### config.mk
export PLATFORM = sky130hd
export DESIGN_NAME = cu_multicycle_seq
export DESIGN_NICKNAME = d
export VERILOG_FILES = /design/src/rtl/cu_multicycle_seq.sv
export SDC_FILE = /design/constraint.sdc
export NUM_CORES = 1
export LEC_CHECK = 0
export ABC_AREA = 1
export BUFFER_PORTS_ARGS = -buffer_cell sky130_fd_sc_hd__buf_4
export CORE_AREA = 2 2 77 79
export CTS_BUF_LIST = sky130_fd_sc_hd__clkbuf_4
export CTS_CLUSTER_DIAMETER = 60
export DETAILED_ROUTE_END_ITERATION = 10
export DIE_AREA = 0 0 79 81
export GPL_ROUTABILITY_DRIVEN = 0
export HOLD_SLACK_MARGIN = 0.12
export PLACE_DENSITY = 0.72
export SKIP_CTS_REPAIR_TIMING = 1
export SLEW_MARGIN = 20
export SYNTH_ARGS = -nofsm -noshare
export SYNTH_HDL_FRONTEND = slang
export SYNTH_SLANG_ARGS = --single-unit
### constraint.sdc
create_clock -name clk -period 1.4 [get_ports clk]
set_input_delay 0.35 -clock clk [delete_from_list [all_inputs] [get_ports clk]]
set_output_delay 0.35 -clock clk [all_outputs]
set_load 0.02 [all_outputs]
### src/rtl/cu_multicycle_seq.sv
// -----------------------------------------------------------------------------
// cu_multicycle_seq
// Multi-cycle control sequencer for the Cortex-M0 core. It walks each
// instruction through FETCH, DECODE, EXECUTE, an optional MEM phase and WB.
// It handles memory wait states, raises a sticky bus fault when a wait
// exceeds TIMEOUT cycles, and holds in IDLE while halt is high. It also
// counts retired instructions.
//
// Ports
//   clk, rst        : clock (rising edge); asynchronous active-high reset
//   halt            : hold in IDLE (sampled in IDLE and WB only)
//   mem_rdy         : memory ready for the current FETCH/MEM request
//   ig_ex           : decoder says skip this instruction (latched in DECODE)
//   is_mem/is_store : decoder says data access needed / access is a write
//   write_rd        : decoder says write Rd
//   update_flags    : decoder says write APSR
//   br_en           : decoder says branch taken
//   cu_fetch/cu_decode/cu_execute/cu_mem : one-hot phase strobes
//   mem_req, cu_wr_mem                   : memory request / write strobe
//   ld_pc, ld_rd, ld_apsr, cu_branch     : WB register-load strobes
//   fault           : sticky bus-timeout fault
//   state           : current state code
//   ret_cnt         : retired-instruction counter (wraps)
// -----------------------------------------------------------------------------
module cu_multicycle_seq #(
   parameter int TIMEOUT = 15,
   parameter int CNT_W   = 4,
   parameter int RET_W   = 32
) (
   input  logic             clk,
   input  logic             rst,
   input  logic             halt,
   input  logic             mem_rdy,
   input  logic             ig_ex,
   input  logic             is_mem,
   input  logic             is_store,
   input  logic             write_rd,
   input  logic             update_flags,
   input  logic             br_en,
   output logic             cu_fetch,
   output logic             cu_decode,
   output logic             cu_execute,
   output logic             cu_mem,
   output logic             mem_req,
   output logic             cu_wr_mem,
   output logic             ld_pc,
   output logic             ld_rd,
   output logic             ld_apsr,
   output logic             cu_branch,
   output logic             fault,
   output logic [2:0]       state,
   output logic [RET_W-1:0] ret_cnt
);

   localparam logic [2:0] S_IDLE    = 3'd0;
   localparam logic [2:0] S_FETCH   = 3'd1;
   localparam logic [2:0] S_DECODE  = 3'd2;
   localparam logic [2:0] S_EXECUTE = 3'd3;
   localparam logic [2:0] S_MEM     = 3'd4;
   localparam logic [2:0] S_WB      = 3'd5;
   localparam logic [2:0] S_FAULT   = 3'd7;

   // Last wait-counter value tolerated before a fault (only meaningful when enabled).
   localparam int               WAIT_LAST_I = (TIMEOUT > 0) ? (TIMEOUT - 1) : 0;
   localparam logic [CNT_W-1:0] WAIT_LAST   = CNT_W'(WAIT_LAST_I);
   localparam logic             TIMEOUT_EN  = (TIMEOUT != 0) ? 1'b1 : 1'b0;
   localparam logic [CNT_W-1:0] CNT_ZERO    = CNT_W'(1'b0);
   localparam logic [CNT_W-1:0] CNT_ONE     = CNT_W'(1'b1);
   localparam logic [RET_W-1:0] RET_ZERO    = RET_W'(1'b0);
   localparam logic [RET_W-1:0] RET_ONE     = RET_W'(1'b1);

   logic [2:0]       state_r;
   logic [2:0]       state_nxt_s;
   logic [CNT_W-1:0] wait_cnt_r;
   logic [CNT_W-1:0] wait_cnt_nxt_s;
   logic             skip_r;
   logic             skip_nxt_s;
   logic [RET_W-1:0] ret_cnt_r;
   logic             fault_r;
   logic             wait_expired_s;
   logic             in_wb_s;

   // Timeout reached: this wait cycle is the last one tolerated.
   assign wait_expired_s = TIMEOUT_EN & (wait_cnt_r == WAIT_LAST);

   // Next-state, wait counter and skip-flag logic.
   always_comb begin
      state_nxt_s    = state_r;
      wait_cnt_nxt_s = CNT_ZERO;
      skip_nxt_s     = skip_r;
      case (state_r)
         S_IDLE: begin
            if (!halt) begin
               state_nxt_s = S_FETCH;
            end else begin
               state_nxt_s = S_IDLE;
            end
         end
         S_FETCH, S_MEM: begin
            // Ready wins over a timeout reached in the same cycle.
            if (mem_rdy) begin
               state_nxt_s = (state_r == S_FETCH) ? S_DECODE : S_WB;
            end else if (wait_expired_s) begin
               state_nxt_s = S_FAULT;
            end else begin
               state_nxt_s    = state_r;
               wait_cnt_nxt_s = wait_cnt_r + CNT_ONE;
            end
         end
         S_DECODE: begin
            skip_nxt_s = ig_ex;
            if (ig_ex) begin
               state_nxt_s = S_WB;
            end else begin
               state_nxt_s = S_EXECUTE;
            end
         end
         S_EXECUTE: begin
            if (is_mem) begin
               state_nxt_s = S_MEM;
            end else begin
               state_nxt_s = S_WB;
            end
         end
         S_WB: begin
            if (halt) begin
               state_nxt_s = S_IDLE;
            end else begin
               state_nxt_s = S_FETCH;
            end
         end
         S_FAULT: begin
            state_nxt_s = S_FAULT;
         end
         default: begin
            state_nxt_s = S_IDLE;
         end
      endcase
   end

   // State, counters and sticky fault registers.
   always_ff @(posedge clk or posedge rst) begin
      if (rst) begin
         state_r    <= S_IDLE;
         wait_cnt_r <= CNT_ZERO;
         skip_r     <= 1'b0;
         ret_cnt_r  <= RET_ZERO;
         fault_r    <= 1'b0;
      end else begin
         state_r    <= state_nxt_s;
         wait_cnt_r <= wait_cnt_nxt_s;
         skip_r     <= skip_nxt_s;
         if (state_r == S_WB) begin
            ret_cnt_r <= ret_cnt_r + RET_ONE;
         end
         if (state_nxt_s == S_FAULT) begin
            fault_r <= 1'b1;
         end
      end
   end

   assign in_wb_s    = (state_r == S_WB);

   // Strobes decode directly from the current state so they vanish the
   // instant an asynchronous reset forces IDLE.
   assign cu_fetch   = (state_r == S_FETCH);
   assign cu_decode  = (state_r == S_DECODE);
   assign cu_execute = (state_r == S_EXECUTE);
   assign cu_mem     = (state_r == S_MEM);
   assign mem_req    = cu_fetch | cu_mem;
   assign cu_wr_mem  = cu_mem & is_store;

   // A store never writes Rd; a skipped instruction only advances the PC.
   assign ld_pc      = in_wb_s;
   assign ld_rd      = in_wb_s & write_rd & ~skip_r & ~(is_mem & is_store);
   assign ld_apsr    = in_wb_s & update_flags & ~skip_r;
   assign cu_branch  = in_wb_s & br_en & ~skip_r;

   assign fault      = fault_r;
   assign state      = state_r;
   assign ret_cnt    = ret_cnt_r;

endmodule

Word-level counts from Yosys, hierarchy flattened
Cells that the tools add are included.
{ "totals": {"ff_bits": 41, "inputBits": 10, "output_inout_bits": 46, "wordCells": 40} }
{ "classes": {"addsub": 2, "eq_ne": 8, "n_mux": 10, "bitwise": 12, "n_reduce_logical": 3} }
{ "op_table": {"columns": ["operator", "n"], "rows": [
  ["adder 32 x 1 -> 32 bit, second input constant", 1],
  ["case mux 3 bit (5 select lines)", 1],
  ["equality test 3 bit, second input constant", 4],
  ["two-way mux 3 bit", 4],
  ["two-way mux 4 bit", 3],
  ["bitwise AND 1 bit", 9],
  ["equality test 3 x 2 -> 1 bit, second input constant", 2],
  ["adder 4 x 1 -> 4 bit, second input constant", 1],
  ["equality test 4 bit, second input constant", 1],
  ["OR reduction 2 bit", 2],
  ["equality test 3 x 1 -> 1 bit, second input constant", 1],
  ["logical NOT 3 bit", 1],
  ["two-way mux 1 bit", 2],
  ["inverter 1 bit", 2],
  ["bitwise OR 1 bit", 1]
]} }

Depth between registers and ports, before layout
{ "logic_depth": {"ltp_word": 5, "mapped_depth": 10, "ltp_nobuf": 10} }

Worst setup path before layout
Ideal clock, no wire load.
{ "synth_timing": {"kind": "reg-to-output", "start": "reg state_r[2] (netlist: state[2])", "end": "out ld_rd", "t_arrival_ns": 1.536, "required_time_ns": 1.050, "slack_ns": -0.486, "stages_incl_launch_ff": 7, "n_path_buf": 2, "cell_sequence": "dfrtp_1 > buf_4 > nand3_4 > inv_4 > buf_2 > nand3_1 > a21oi_1"} }
{ "synth_between": {"elab_chain_len": 4} }
{ "synth_lines": {"columns": ["item", "line", "text"], "rows": [
  ["start, declared", "72", "logic [2:0] state_r;"],
  ["start signal, assigned", "150", "state_r <= state_nxt_s;"],
  ["equality test 3 bit", "162", "assign in_wb_s = (state_r == S_WB);"],
  ["via ld_pc", "46", "output logic ld_pc,"],
  ["bitwise AND 1 bit (3 in series)", "175", "assign ld_rd = in_wb_s & write_rd & ~skip_r & ~(is_mem & is_store);"],
  ["end, declared", "47", "output logic ld_rd,"]
]} }
The timed path passes the listed nets, and every way through them passes these cells.

Final worst setup path
{ "layout_timing": {"start": "reg state_r[1] (netlist: state[1])", "end": "out ld_rd"} }
{ "layout_between": {"elab_chain_len": 4} }
{ "layout_lines": {"columns": ["item", "line"], "rows": [
  ["equality test 3 bit", "162"],
  ["bitwise AND 1 bit (3 in series)", "175"]
]} }
Every way passes these cells.

==> flow_summary.toml <==
[run_status]
outcome = "complete, but fails checks"
violations = "negative setup slack"

[critical_path]
end_kind = "output pin"
critPathMostFrequentCell = "nand3_4"
critPathRequiredTime_ns = 1.05
rr_startpoint = "state[1]"
path_cells = "inv_2, nand3_4, inv_8, nand3_4, a21oi_4, buf_6"
crit_slowest_cell = "dfrtp_2"
ff2ff_setup_slack_ns = -0.14
critPathBufInv = 3
crit_start = "state[1]"
crit_arrival_ns = 1.40
crit_fanout = 6
crit_type = "flop to output pin"
startpoint_type = "flop"
worstRegToRegCells = 8
worst_path_largest_cell_delay_ns = 0.45
critPathTopFamily = "flip-flops"
r2r-end = "ret_cnt[14]"

[timing]
worstMarginPinSlew_ns = 0.303
clock_skew_ns = 0.0144
final_hold_viol_count = 0
max_slew_margin_pct = 79.8
post-route-min-period_ns = 1.75
fmax_mhz = 573
setup_ws_ns = -0.346
rsz0062_at_grt = "true"
slew_viol_final = 0
finalCritPeriodShare_pct = 125
finalSetupViolCount = 38

[clock_network]
cts_buffer_depth = 2
cts_tree = "built"
insertion_delay_ns = 0.37
clock_sinks = 41
clkTransAtPathRegs_ns = 0.13
cts_max_level = 2
cts_buffers = 5
cts-root-buf = "clkbuf_4"

[floorplan]
die_h_um = 81
initial_utilization_pct = 42.3
die-area_um2 = 6400
rows = 28
ios = 56
fp.dieW_um = 79
coreArea_um2 = 5680

[pwr]
p_leak_nw = 1.78
ir_drop_mv = 0.343
pwr_density_cell_nw_per_um2 = 485
p_total_mw = 1.83

[layout]
instances_no_fill = 519
n_antenna_cell = 0
nNetsFinal = 456
drive_gt1_share_pct = 43.5
syn_to_final_growth_pct = 57.5

[drt]
num_vias = 2522
postRouteAntennaNets = 0
drc = 0
wirelength_um = 6500
routed_via_density = 4.86
wl_per_cell_um = 12.5
drtIter0Drc = 140
drtPass1Iterations = 4

[global_route]
antenna_found_initial = 0
grt_pass1_wl_um = 9520
grt_overflow = 0
grt_pass1_vias = 2145
track_usage_pct = 18.9
grt_max_degree = 42

[yosys]
synth_seq_area_share_pct = 42.7
yosys_warnings = 0
synth_edf_count = 0
async_flop_share_pct = 100
yosys-top-cells-area = "dfrtp_1, nand2_1, nor2_1"
synth_common_cells = "nand2_1, nor2_1, dfrtp_1, inv_1, nand3_1"
synthCells = 323
synth_ff_type = "dfrtp_1"
syn_avg_cell_area_um2 = 7.43
syn-cell-area_um2 = 2400
ys_ff_latch = 41
synth.most_common_cell = "nand2_1"
yosysTopAreaCell = "dfrtp_1"
ys_types = 28
yosys.area.top_type_share_pct = 42.7
syn_nets = 336

[min_path]
hold_path_class = "input port to flop"
min-delay-start = "ig_ex"
min_path_cells = 3
hold_end = "state[2]"

[placed_design]
post-place-cells = 481
hpwl_um = 4380
io_buffers = 55

[job]
maxCapViolations = 0
[metal layers]
layer  part of all wire, %  global-route usage (%)
met3                   5.5                    5.00
met2                    52                    33.6
met5                     0                       0
met1                    41                    22.3
met4                   1.7                    6.21
[cells by family after synthesis]
family	synth area share [%]
compound gates	1.46
xor+xnor	6.88
buf+inv	7.19
fa+ha+maj	1.56
flops	42.7
simple gates	40.2
[flip-flops by register name (all words and copies together), names as in the netlist]
register    cells
wait_cnt_r      4
ret_cnt        32
skip_r          1
state           3
fault           1
[cells in the final DEF (no fill, tap or decap), types with 6 or more instances in the layout]
cell       n
nand2_1  109
buf_4     78
buf_6     36
dfrtp_1   33
inv_1     31
nor2_1    24
nor2_2    16
nand3_1   16
nor2_4    14
nand2_2   10
xor2_1    10
nand3_2    8
dfrtp_2    8
xnor2_1    6
nand4_1    6
[through the flow]
step	cell area [um^2]	util, %	setup TNS (ns)	worst slack [ns]	hold WS [ns]
3_5_place_dp	3200	56.4	-0.0716	-0.0267	0.436
5_1_grt	3780	66.6	-8.36	-0.408	0.259
3_3_place_gp	3200	56.4	0	0.0183	0.432
6_report	3780	66.6	-4.91	-0.346	0.253
2_1_floorplan	2480	-	-0.494	-0.149	0.453
4_1_cts	3250	57.3	-4.38	-0.415	0.0356
[worst register-to-register path, stage by stage (launching register included)]
cell and delay, ns:
dfrtp_2 0.45, inv_2 0.08, nand3_4 0.10, inv_8 0.10, buf_4 0.16, nand3_2 0.10, nor2_4 0.20, buf_4 0.15
xor2_1 0.14
[report_power, final]
| group | internal (mW) | switching [mW] |
|---|---|---|
| registers | 1.18 | 0 |
| clock network | 0.182 | 0.407 |
| logic | 0.0253 | 0.0355 |
[worst max path at each step]
| stage | to | slack, ns | cells after the start |
|---|---|---|---|
| final | ld_rd | -0.35 | 6 |
| after global routing | ld_rd | -0.41 | 5 |
| after CTS | ld_rd | -0.41 | 6 |
| after detailed placement | ret_cnt[18] | -0.03 | 8 |
| after global placement | ret_cnt[26] | 0.02 | 8 |
| after floorplan | ld_rd | -0.15 | 6 |
[area by class of cell]
cell class	instances	area [um^2]
Fill cell	470	1890
Multi-Input combinational cell	241	1420
Timing Repair Buffer	117	1040
Sequential cell	41	1040
Inverter	37	146
Tap cell	75	93.8
Clock buffer	5	37.5
Clock inverter	3	12.5
(Power assumes the default switching activity.)
